<file path="src/rtl/logic_nbit_seq_pkg.sv">
// Shared types for the sliced logic unit: op codes, FSM states and sizing helpers.
package logic_nbit_seq_pkg;

    localparam int unsigned OP_W = 3;

    typedef enum logic [OP_W-1:0] {
        OP_AND   = 3'b000,
        OP_OR    = 3'b001,
        OP_NOR   = 3'b010,
        OP_XOR   = 3'b011,
        OP_NAND  = 3'b100,
        OP_INVA  = 3'b101,
        OP_INVB  = 3'b110,
        OP_PASSA = 3'b111
    } logic_op_e;

    typedef enum logic [1:0] {
        ST_IDLE = 2'd0,
        ST_RUN  = 2'd1,
        ST_FIN  = 2'd2
    } state_e;

    // Slice counter width; a single-slice configuration still keeps a 1-bit counter.
    function automatic int unsigned cnt_width(input int unsigned ns);
        return (ns > 1) ? $clog2(ns) : 1;
    endfunction

endpackage

</file>
<file path="src/rtl/logic_nbit_seq_if.sv">
// Request/result bundle between a requester (master) and the sliced logic unit (slave).
interface logic_nbit_seq_if #(
    parameter int unsigned WIDTH = 32
);

    logic                                 start;
    logic [logic_nbit_seq_pkg::OP_W-1:0]  oprn;
    logic [WIDTH-1:0]                     a;
    logic [WIDTH-1:0]                     b;
    logic                                 busy;
    logic                                 done;
    logic [WIDTH-1:0]                     y;
    logic                                 zero;

    modport master (
        output start, oprn, a, b,
        input  busy, done, y, zero
    );

    modport slave (
        input  start, oprn, a, b,
        output busy, done, y, zero
    );

endinterface

</file>
<file path="src/rtl/logic_nbit_seq_slice.sv">
// Combinational bitwise op on one SLICE-bit chunk of the operands.
module logic_nbit_seq_slice
    import logic_nbit_seq_pkg::*;
#(
    parameter int unsigned SLICE = 8
) (
    input  logic_op_e        op_i,
    input  logic [SLICE-1:0] a_i,
    input  logic [SLICE-1:0] b_i,
    output logic [SLICE-1:0] y_c_o
);

    always_comb begin
        y_c_o = a_i;
        case (op_i)
            OP_AND:   y_c_o = a_i & b_i;
            OP_OR:    y_c_o = a_i | b_i;
            OP_NOR:   y_c_o = ~(a_i | b_i);
            OP_XOR:   y_c_o = a_i ^ b_i;
            OP_NAND:  y_c_o = ~(a_i & b_i);
            OP_INVA:  y_c_o = ~a_i;
            OP_INVB:  y_c_o = ~b_i;
            OP_PASSA: y_c_o = a_i;
            default:  y_c_o = a_i;
        endcase
    end

endmodule

</file>
<file path="src/rtl/logic_nbit_seq.sv">
// Multi-cycle WIDTH-bit logic unit: one SLICE-bit chunk per cycle, LSB first,
// with a START/BUSY/DONE handshake and a registered result.
module logic_nbit_seq
    import logic_nbit_seq_pkg::*;
#(
    parameter int unsigned WIDTH = 32,
    parameter int unsigned SLICE = 8
) (
    input  logic           clk,
    input  logic           rst,
    logic_nbit_seq_if.slave bus
);

    localparam int unsigned NS    = WIDTH / SLICE;
    localparam int unsigned CNT_W = cnt_width(NS);
    localparam logic [CNT_W-1:0] CNT_LAST = CNT_W'(NS - 1);

    if (SLICE == 0 || (WIDTH % SLICE) != 0) begin : g_bad_slice
        $error("logic_nbit_seq: WIDTH must be a non-zero multiple of SLICE");
    end

    typedef logic [NS-1:0][SLICE-1:0] slices_t;

    state_e           state_q, state_d;
    logic [CNT_W-1:0] cnt_q;
    logic_op_e        op_q;
    slices_t          a_q, b_q, acc_q, acc_d;
    logic [WIDTH-1:0] y_q;
    logic             zero_q;
    logic             busy_q, busy_d;
    logic             done_q, done_d;

    logic             capture_c;
    logic             run_c;
    logic             last_c;
    logic [SLICE-1:0] a_sl_c, b_sl_c, y_sl_c;

    // START is only honoured when no operation is in flight.
    assign capture_c = bus.start && (state_q == ST_IDLE || state_q == ST_FIN);
    assign run_c     = (state_q == ST_RUN);
    assign last_c    = run_c && (cnt_q == CNT_LAST);

    assign a_sl_c = a_q[cnt_q];
    assign b_sl_c = b_q[cnt_q];

    logic_nbit_seq_slice #(
        .SLICE (SLICE)
    ) u_slice (
        .op_i  (op_q),
        .a_i   (a_sl_c),
        .b_i   (b_sl_c),
        .y_c_o (y_sl_c)
    );

    // Accumulator view including the slice computed this cycle.
    always_comb begin
        acc_d = acc_q;
        if (run_c) begin
            acc_d[cnt_q] = y_sl_c;
        end
    end

    always_ff @(posedge clk) begin
        if (rst) begin
            state_q <= ST_IDLE;
        end else begin
            state_q <= state_d;
        end
    end

    always_comb begin
        state_d = state_q;
        case (state_q)
            ST_IDLE: state_d = capture_c ? ST_RUN : ST_IDLE;
            ST_RUN:  state_d = last_c ? ST_FIN : ST_RUN;
            ST_FIN:  state_d = capture_c ? ST_RUN : ST_IDLE;
            default: state_d = ST_IDLE;
        endcase
    end

    // Status flags follow the state being entered so they register alongside it.
    always_comb begin
        busy_d = 1'b0;
        done_d = 1'b0;
        case (state_d)
            ST_RUN:  busy_d = 1'b1;
            ST_FIN:  done_d = 1'b1;
            default: begin
                busy_d = 1'b0;
                done_d = 1'b0;
            end
        endcase
    end

    always_ff @(posedge clk) begin
        if (rst) begin
            busy_q <= 1'b0;
            done_q <= 1'b0;
        end else begin
            busy_q <= busy_d;
            done_q <= done_d;
        end
    end

    // Operand capture, slice stepping and the single result write on FIN entry.
    always_ff @(posedge clk) begin
        if (rst) begin
            cnt_q  <= '0;
            op_q   <= OP_AND;
            a_q    <= '0;
            b_q    <= '0;
            acc_q  <= '0;
            y_q    <= '0;
            zero_q <= 1'b1;
        end else begin
            if (capture_c) begin
                a_q   <= bus.a;
                b_q   <= bus.b;
                op_q  <= logic_op_e'(bus.oprn);
                cnt_q <= '0;
            end else if (run_c) begin
                acc_q <= acc_d;
                if (!last_c) begin
                    cnt_q <= cnt_q + CNT_W'(1);
                end
            end
            if (last_c) begin
                y_q    <= acc_d;
                zero_q <= (acc_d == '0);
            end
        end
    end

    assign bus.busy = busy_q;
    assign bus.done = done_q;
    assign bus.y    = y_q;
    assign bus.zero = zero_q;

endmodule
</file>
<file path="src/flat_wrapper.sv">
// flat-port wrapper written by rule: the top's interface ports become plain ports
module logic_nbit_seq_flat import logic_nbit_seq_pkg::*;
#(
    parameter int unsigned WIDTH = 32,
    parameter int unsigned SLICE = 8
)
  (clk, rst, bus_start, bus_oprn, bus_a, bus_b, bus_busy, bus_done, bus_y, bus_zero);
  logic_nbit_seq_if #(.WIDTH(WIDTH)) bus_i ();
  input  logic clk;
  input  logic rst;
  input wire logic [$bits(bus_i.start)-1:0] bus_start;
  input wire logic [$bits(bus_i.oprn)-1:0] bus_oprn;
  input wire logic [$bits(bus_i.a)-1:0] bus_a;
  input wire logic [$bits(bus_i.b)-1:0] bus_b;
  output wire logic [$bits(bus_i.busy)-1:0] bus_busy;
  output wire logic [$bits(bus_i.done)-1:0] bus_done;
  output wire logic [$bits(bus_i.y)-1:0] bus_y;
  output wire logic [$bits(bus_i.zero)-1:0] bus_zero;
  assign bus_i.start = bus_start;
  assign bus_i.oprn = bus_oprn;
  assign bus_i.a = bus_a;
  assign bus_i.b = bus_b;
  assign bus_busy = bus_i.busy;
  assign bus_done = bus_i.done;
  assign bus_y = bus_i.y;
  assign bus_zero = bus_i.zero;
  logic_nbit_seq #(.WIDTH(WIDTH), .SLICE(SLICE)) u_core (.clk(clk), .rst(rst), .bus(bus_i));
endmodule
</file>
<file path="config.mk">
export PLATFORM = sky130hd
export DESIGN_NAME = logic_nbit_seq_flat
export DESIGN_NICKNAME = d
export VERILOG_FILES = /design/src/rtl/logic_nbit_seq_pkg.sv /design/src/rtl/logic_nbit_seq_if.sv /design/src/rtl/logic_nbit_seq_slice.sv /design/src/rtl/logic_nbit_seq.sv /design/src/flat_wrapper.sv
export SDC_FILE = /design/constraint.sdc
export NUM_CORES = 1
export LEC_CHECK = 0
export CAP_MARGIN = 10
export CORE_MARGIN = 1.5
export CORE_UTILIZATION = 30
export CTS_BUF_LIST = sky130_fd_sc_hd__clkbuf_4 sky130_fd_sc_hd__clkbuf_8
export DETAILED_ROUTE_END_ITERATION = 8
export SLEW_MARGIN = 20
export SYNTH_ARGS = -nofsm -noshare
export SYNTH_HDL_FRONTEND = slang
export SYNTH_SLANG_ARGS = --single-unit
</file>
<file path="constraint.sdc">
create_clock -name clk -period 8.4 [get_ports clk]
set_input_delay 0.84 -clock clk [delete_from_list [all_inputs] [get_ports clk]]
set_output_delay 0.84 -clock clk [all_outputs]
set_load 0.02 [all_outputs]
</file>
==> results of run 1 <==
power groups by stage:
stage	Clock, mW	Combinational [mW]	Sequential (mW)
finish	0.521	0.215	0.665
global placement	0	0.214	0.680
CTS	0.531	0.217	0.665
global route	0.560	0.240	0.668
floorplan	0	0.149	0.673
detailed placement	0	0.216	0.680
cells in the final DEF, fill, tap and decap left out, types with 3 or more instances in the layout:
cell type        Yosys  routed
a211oi_1            22      22
a21boi_0             3       3
a21oi_1             87      87
a221oi_1             3       3
and2_1               3       3
buf_4                2       9
clkbuf_8             0      19
clkdlybuf4s50_1      0     103
clkinv_4             0       5
dfxtp_1            132     132
ha_1                20      20
inv_1               20      20
inv_6                0       3
mux2_2              16      16
mux2i_1             35      35
mux4_2               3       3
nand2_1            182     182
nand3_1              3       3
nand3b_1             3       3
nor2_1              70      70
nor2b_1             13      12
nor3_1              13      13
o2111ai_1            3       3
o21a_1               7       7
o21ai_0             23      23
o2bb2ai_1            3       3
o31ai_1              6       6
or3b_2               3       3
xnor2_1              6       6
worst max-delay path: cells and delay by family (launching register included):
kind            cells  cell delay, ns
flops               1            0.61
fa+ha+maj           1            0.21
simple gates        1            0.30
buf+inv             2            0.53
compound gates      5            1.49
mux                 2            0.66
cell families (layout without fill, tap and decap cells):
family / count (synthesis) / after routing
AOI/OAI and AO/OA: 184 / 184
buffers and inverters: 84 / 165
xor gates and xnor gates: 6 / 6
DFF: 132 / 132
adders and majority gates: 20 / 20
muxes: 55 / 55
and+or+nand+nor: 303 / 303
metrics by stage:
step	hold slack, ns	power (mW)	std cells
after floorplan	0.433	0.821	784
after global placement	0.441	0.894	1108
after detailed placement	0.444	0.896	1108
after CTS	0.456	1.41	1140
after global routing	0.472	1.47	1140
final	0.454	1.40	1140
layout make-up:
cell class	instances	area (µm²)	share of cell area, %
clock buffers	19	262	3.29
clock inverters	13	125	1.58
inverters	21	78.8	0.993
multi-input cells	568	3390	42.7
flip-flops and latches	132	2640	33.3
well taps	275	344	4.33
repair buffers	112	1100	13.8
per-layer routing:
layer / part of all wire [%] / global-route usage (%) / vias to the layer above
met1: 47 / 19.7 / 2541
met3: 5.4 / 4.68 / 19
met5: 0 / 0 / -
li1: - / - / 2816
met2: 46 / 24.8 / 117
met4: 1.5 / 4.80 / 0
registers in the layout, summed over array words and instances (netlist names):
register and cells:
u_core.bus.zero 1, u_core.b_q 32, u_core.acc_q 26, u_core.a_q 32, u_core.bus.y 32, u_core.op_q 3
u_core.state_q 2, u_core.bus.done 1, u_core.bus.busy 1, u_core.cnt_q 2
final timing paths:
| kind | startpoint | to | slack, ns | cells past startpoint |
|---|---|---|---|---|
| min | u_core.a_q[18] | u_core.a_q[18] | 0.45 | 2 |
| max reg2reg | u_core.cnt_q[0] | u_core.bus.zero | 4.50 | 11 |
| min reg2reg | u_core.a_q[18] | u_core.a_q[18] | 0.45 | 2 |
| max | u_core.cnt_q[0] | u_core.bus.zero | 4.50 | 11 |
==> qor.yml, run 1 <==
outcome:
  status: "complete, no violations"
worst_setup_path:
  crit_chain: "buf_4 -> mux2_2 -> o21ai_0 -> inv_1 -> ha_1 -> mux2_2 -> a221o_1 -> a21oi_1 -> nor4b_1 -> o2111ai_1 -> o31ai_1"
  slowest_delay_ns: 0.61
  path_common_cell: "mux2_2"
  crit_type: "flop to flop"
  crit_required_ns: 8.76
  cp_slowest_cell: "dfxtp_1"
  arrival_ns: 4.26
  cp-start-kind: "flop"
  path_max_fanout: 25
  cp-end-kind: "flop"
cts:
  insertion_delay_ns: 0.46
  cts-resized-gates: 0
  hold_buffers: 0
  cts-root-buf: "clkbuf_8"
  cts-buffers-inserted: 17
  cts_tree: "built"
  cts_buffer_depth: 2
  clk_pin_slew_ns: 0.08
  cts_num_sinks: 132
  htree_levels: 4
  post_cts_buffers: 0
grt:
  overflow: 0
  antenna_found_initial: 0
  grt.total_usage_pct: 15.4
  grt_max_degree: 106
  grt_pass1_vias: 5294
  grt_pass1_wl_um: 26800
floorplanning:
  initial_core_util_pct: 30.4
  die_y_um: 149
  ios: 105
  dieArea_um2: 22200
  core-area_um2: 21000
  num_rows: 53
  die_x_um: 149
flow_run:
  max-cap-violations: 0
placement:
  io_buffer_count: 104
  dp.final_hpwl_um: 11800
  place_congestion: 0.868
  place_ws_ns: 4.53
  placed_area_um2: 7550
power:
  powerDensity_nw_per_um2: 176
  ir_worst_vdd_v: 0.000101
  clkPwrFrac_pct: 37.2
  power_frac_seq_pct: 47.5
  p_int_mw: 0.996
  p_leak_nw: 2.94
  comb_power_share_pct: 15.4
  sw_frac_of_total_pct: 28.9
  p_sw_mw: 0.405
timing:
  period_share_pct: 46.4
  finClkSkew_ns: 0.0121
  finalSetupTns_ns: 0
  setup_violations: 0
  period_needed_ns: 3.90
  fmax_mhz: 256
  tightest_slew_ns: 1.08
  rsz0062_at_grt: "false"
  layout_setup_ws_ns: 4.50
  drv_slew: 0
  slew_headroom_pct: 28.2
  finalHoldViolCount: 0
final_layout:
  nets: 942
  fillers: 2222
  drive_gt1_share_pct: 9.13
  areaGrowthSynthToFinish_pct: 24.5
  final_util_pct: 37.9
  antennaDiodeCount: 0
  fin_area_um2: 7940
logic_synthesis:
  synth-main-ff-cell: "dfxtp_1"
  synth_top_family_by_area: "simple AND/OR/NAND/NOR gates"
  yosys.area_share.xor_xnor_pct: 0.824
  synth_compound_area_share_pct: 18.7
  seq_area_frac_synth_pct: 41.4
  yosysMostFrequentCell: "nand2_1"
  synth_area_um2: 6380
  synth_edf_count: 0
  synthArstFlopShare_pct: 0
  synth_mux_area_share_pct: 9.59
  yosys_warnings: 0
  synth_common_cells: "182 x nand2_1, 132 x dfxtp_1, 87 x a21oi_1"
  syn_inst: 784
  synth_cell_types: 59
  avgSynthCellArea_um2: 8.14
  synth-seq-cells: 132
  synth.largest_area_cell: "dfxtp_1"
  synth_top_area_share_pct: 41.4
  synthTopCellsByArea: "dfxtp_1 41%, nand2_1 11%, a21oi_1 6.8%, mux2i_1 5.5%, nor2_1 4.1%"
  synthAdderAreaFrac_pct: 3.92
  syn_nets: 874
  synthSimpleGateAreaFrac_pct: 19.9
route:
  num_vias: 5493
  firstDrtPassIters: 5
  drc: 0
  drtIter0Drc: 292
  viasPerCell: 4.82
  wl_per_cell_um: 14.6
  drt-total-wl_um: 16600
  drtAntennaViolNets: 0
worst_hold_path:
  hold_path.class: "flop to flop"
Power figures use the tool's default switching activity.
==> inputs of run 2 (changes only) <==
==> constraint.sdc (replaced) <==
create_clock -name clk -period 3.91 [get_ports clk]
set_input_delay 0.391 -clock clk [delete_from_list [all_inputs] [get_ports clk]]
set_output_delay 0.391 -clock clk [all_outputs]
set_load 0.02 [all_outputs]
==> qor.yml, run 2 (synthesized netlist as in run 1, its figures left out) <==
grt:
  grt_pass1_wl_um: 27300  # +1.5%
  grt.total_usage_pct: 15.6  # +0.19 points
  antenna_found_initial: 0  # unchanged
  overflow: 0  # unchanged
  grt_pass1_vias: 5281  # -0.25%
  grt_max_degree: 74  # -30%
worst_setup_path:
  crit_type: "flop to flop"
  cp-end-kind: "flop"
  crit_required_ns: 4.27  # -4.49 ns
  cp-start-kind: "flop"
  path_max_fanout: 15  # -40%
  arrival_ns: 3.66  # -0.60 ns
final_layout:
  fin_area_um2: 8140  # +2.5%
  antennaDiodeCount: 0  # unchanged
  areaGrowthSynthToFinish_pct: 27.6
  final_cells: 1152  # +1.1%
  nets: 954  # +1.3%
  final_common_cell: "nand2_1"
  final_cell_mix: "182 x nand2_1, 131 x dfxtp_1, 103 x clkdlybuf4s50_1, 87 x a21oi_1, 70 x nor2_1"
  drive_gt1_share_pct: 10.5  # +1.4 points
  fillers: 2203  # -0.86%
timing:
  finalHoldViolCount: 0  # unchanged
  period_needed_ns: 3.30  # -0.604 ns
  finClkSkew_ns: 0.0126  # +0.000505 ns
  slew_headroom_pct: 40.0  # +12 points
  drv_slew: 0  # unchanged
  rsz0062_at_grt: "false"
  fmax_mhz: 303  # +18%
  period_share_pct: 84.3  # +38 points
  layout_setup_ws_ns: 0.614  # -3.89 ns
  setup_violations: 0  # unchanged
  finalSetupTns_ns: 0  # unchanged
  tightest_slew_ns: 0.901  # -0.177 ns
power:
  ir_worst_vdd_v: 0.000165  # +63%
  sw_frac_of_total_pct: 25.5  # -3.4 points
  power_frac_seq_pct: 43.7  # -3.8 points
  powerDensity_nw_per_um2: 404  # +130%
  comb_power_share_pct: 14.3  # -1.1 points
  clkPwrFrac_pct: 41.9  # +4.7 points
  p_int_mw: 2.45  # +150%
  p_sw_mw: 0.838  # +110%
  p_leak_nw: 3.05  # +3.7%
cts:
  cts-buffers-inserted: 17  # unchanged
  insertion_delay_ns: 0.45  # about the same
  clk_pin_slew_ns: 0.08  # about the same
  cts_num_sinks: 132  # unchanged
  htree_levels: 4  # unchanged
  hold_buffers: 0  # unchanged
  cts_tree: "built"
  cts_buffer_depth: 2  # unchanged
  cts-root-buf: "clkbuf_8"
placement:
  place_inst: 1120  # +1.1%
  dp.final_hpwl_um: 12200  # +3.6%
  placed_area_um2: 7660  # +1.4%
  io_buffer_count: 104  # unchanged
  place_congestion: 0.900  # +3.6%
  place_ws_ns: 0.332  # -4.20 ns
floorplanning:
  core-area_um2: 21000  # unchanged
  dieArea_um2: 22200  # unchanged
  num_rows: 53  # unchanged
  die_x_um: 149  # unchanged
  die_y_um: 149  # unchanged
  initial_core_util_pct: 30.4  # unchanged
  ios: 105  # unchanged
route:
  firstDrtPassIters: 4  # -1
  dr_wl_met2_um: 7740  # +0.81%
  top_layer: "met4"
  wl_per_cell_um: 14.5  # -0.38%
  drc: 0  # unchanged
  viasPerCell: 4.77  # -0.93%
  drtAntennaViolNets: 0  # unchanged
  wl_met3_um: 819  # -8.7%
  drtIter0Drc: 333  # +14%
  drt-total-wl_um: 16700  # +0.67%
  num_vias: 5499  # +0.11%
  wl_met1_um: 7860  # +1.0%
outcome:
  status: "complete, no violations"
worst_hold_path:
  hold_path.class: "flop to flop"
flow_run:
  max-cap-violations: 0  # unchanged
-- run 2: path summary, 6_finish.rpt --
check / from / to / slack [ns] / cells past startpoint
max reg2reg: u_core.cnt_q[0] / u_core.bus.zero / 0.61 / 11
min: u_core.a_q[27] / u_core.a_q[27] / 0.45 / 2
max: u_core.cnt_q[0] / u_core.bus.zero / 0.61 / 11
min reg2reg: u_core.a_q[27] / u_core.a_q[27] / 0.45 / 2
-- run 2: routing by layer --
layer / global-route usage [%] / up-vias
met3: 4.04 / 22
met4: 5.30 / 0
met2: 24.9 / 98
met5: 0 / -
met1: 20.4 / 2532
li1: - / 2847
-- run 2: final cells by class --
class / count / area [µm²] / area share, %
inverters: 21 / 78.8 / 0.969
flip-flops and latches: 132 / 2640 / 32.5
repair buffers: 124 / 1200 / 14.8
clock inverters: 14 / 233 / 2.86
well taps: 275 / 344 / 4.23
clock buffers: 18 / 248 / 3.04
multi-input cells: 568 / 3390 / 41.7
-- run 2: metrics by stage --
| stage | hold WS, ns | total power, mW | util (%) |
|---|---|---|---|
| 2_1_floorplan | 0.433 | 1.76 | - |
| 3_3_place_gp | 0.442 | 1.93 | 36.5 |
| 3_5_place_dp | 0.443 | 1.94 | 36.5 |
| 4_1_cts | 0.457 | 3.32 | 38.8 |
| 5_1_grt | 0.475 | 3.43 | 38.8 |
| 6_report | 0.455 | 3.28 | 38.8 |
-- run 2: what timing repair did --
action,in CTS,in global routing
buffers inserted,0,0
endpoints found under the setup margin,0,1
hold endpoints to repair,0,0
gates resized for setup,0,1
-- run 2: power groups by stage --
| stage | clock (mW) | combinational (mW) | sequential, mW |
|---|---|---|---|
| finish | 1.38 | 0.471 | 1.44 |
| global route | 1.47 | 0.523 | 1.44 |
| CTS | 1.41 | 0.475 | 1.44 |
| detailed placement | 0 | 0.473 | 1.47 |
| global placement | 0 | 0.468 | 1.47 |
| floorplan | 0 | 0.319 | 1.44 |
-- run 2: critical path, stage by stage, from the launching register on --
cell and delay [ns]:
dfxtp_2 0.59, mux2_2 0.40, o21ai_0 0.34, inv_1 0.09, ha_1 0.22, mux2_2 0.26
a221o_1 0.37, a21oi_1 0.12, buf_4 0.17, nor4b_1 0.22, o2111ai_1 0.17, o31ai_1 0.24
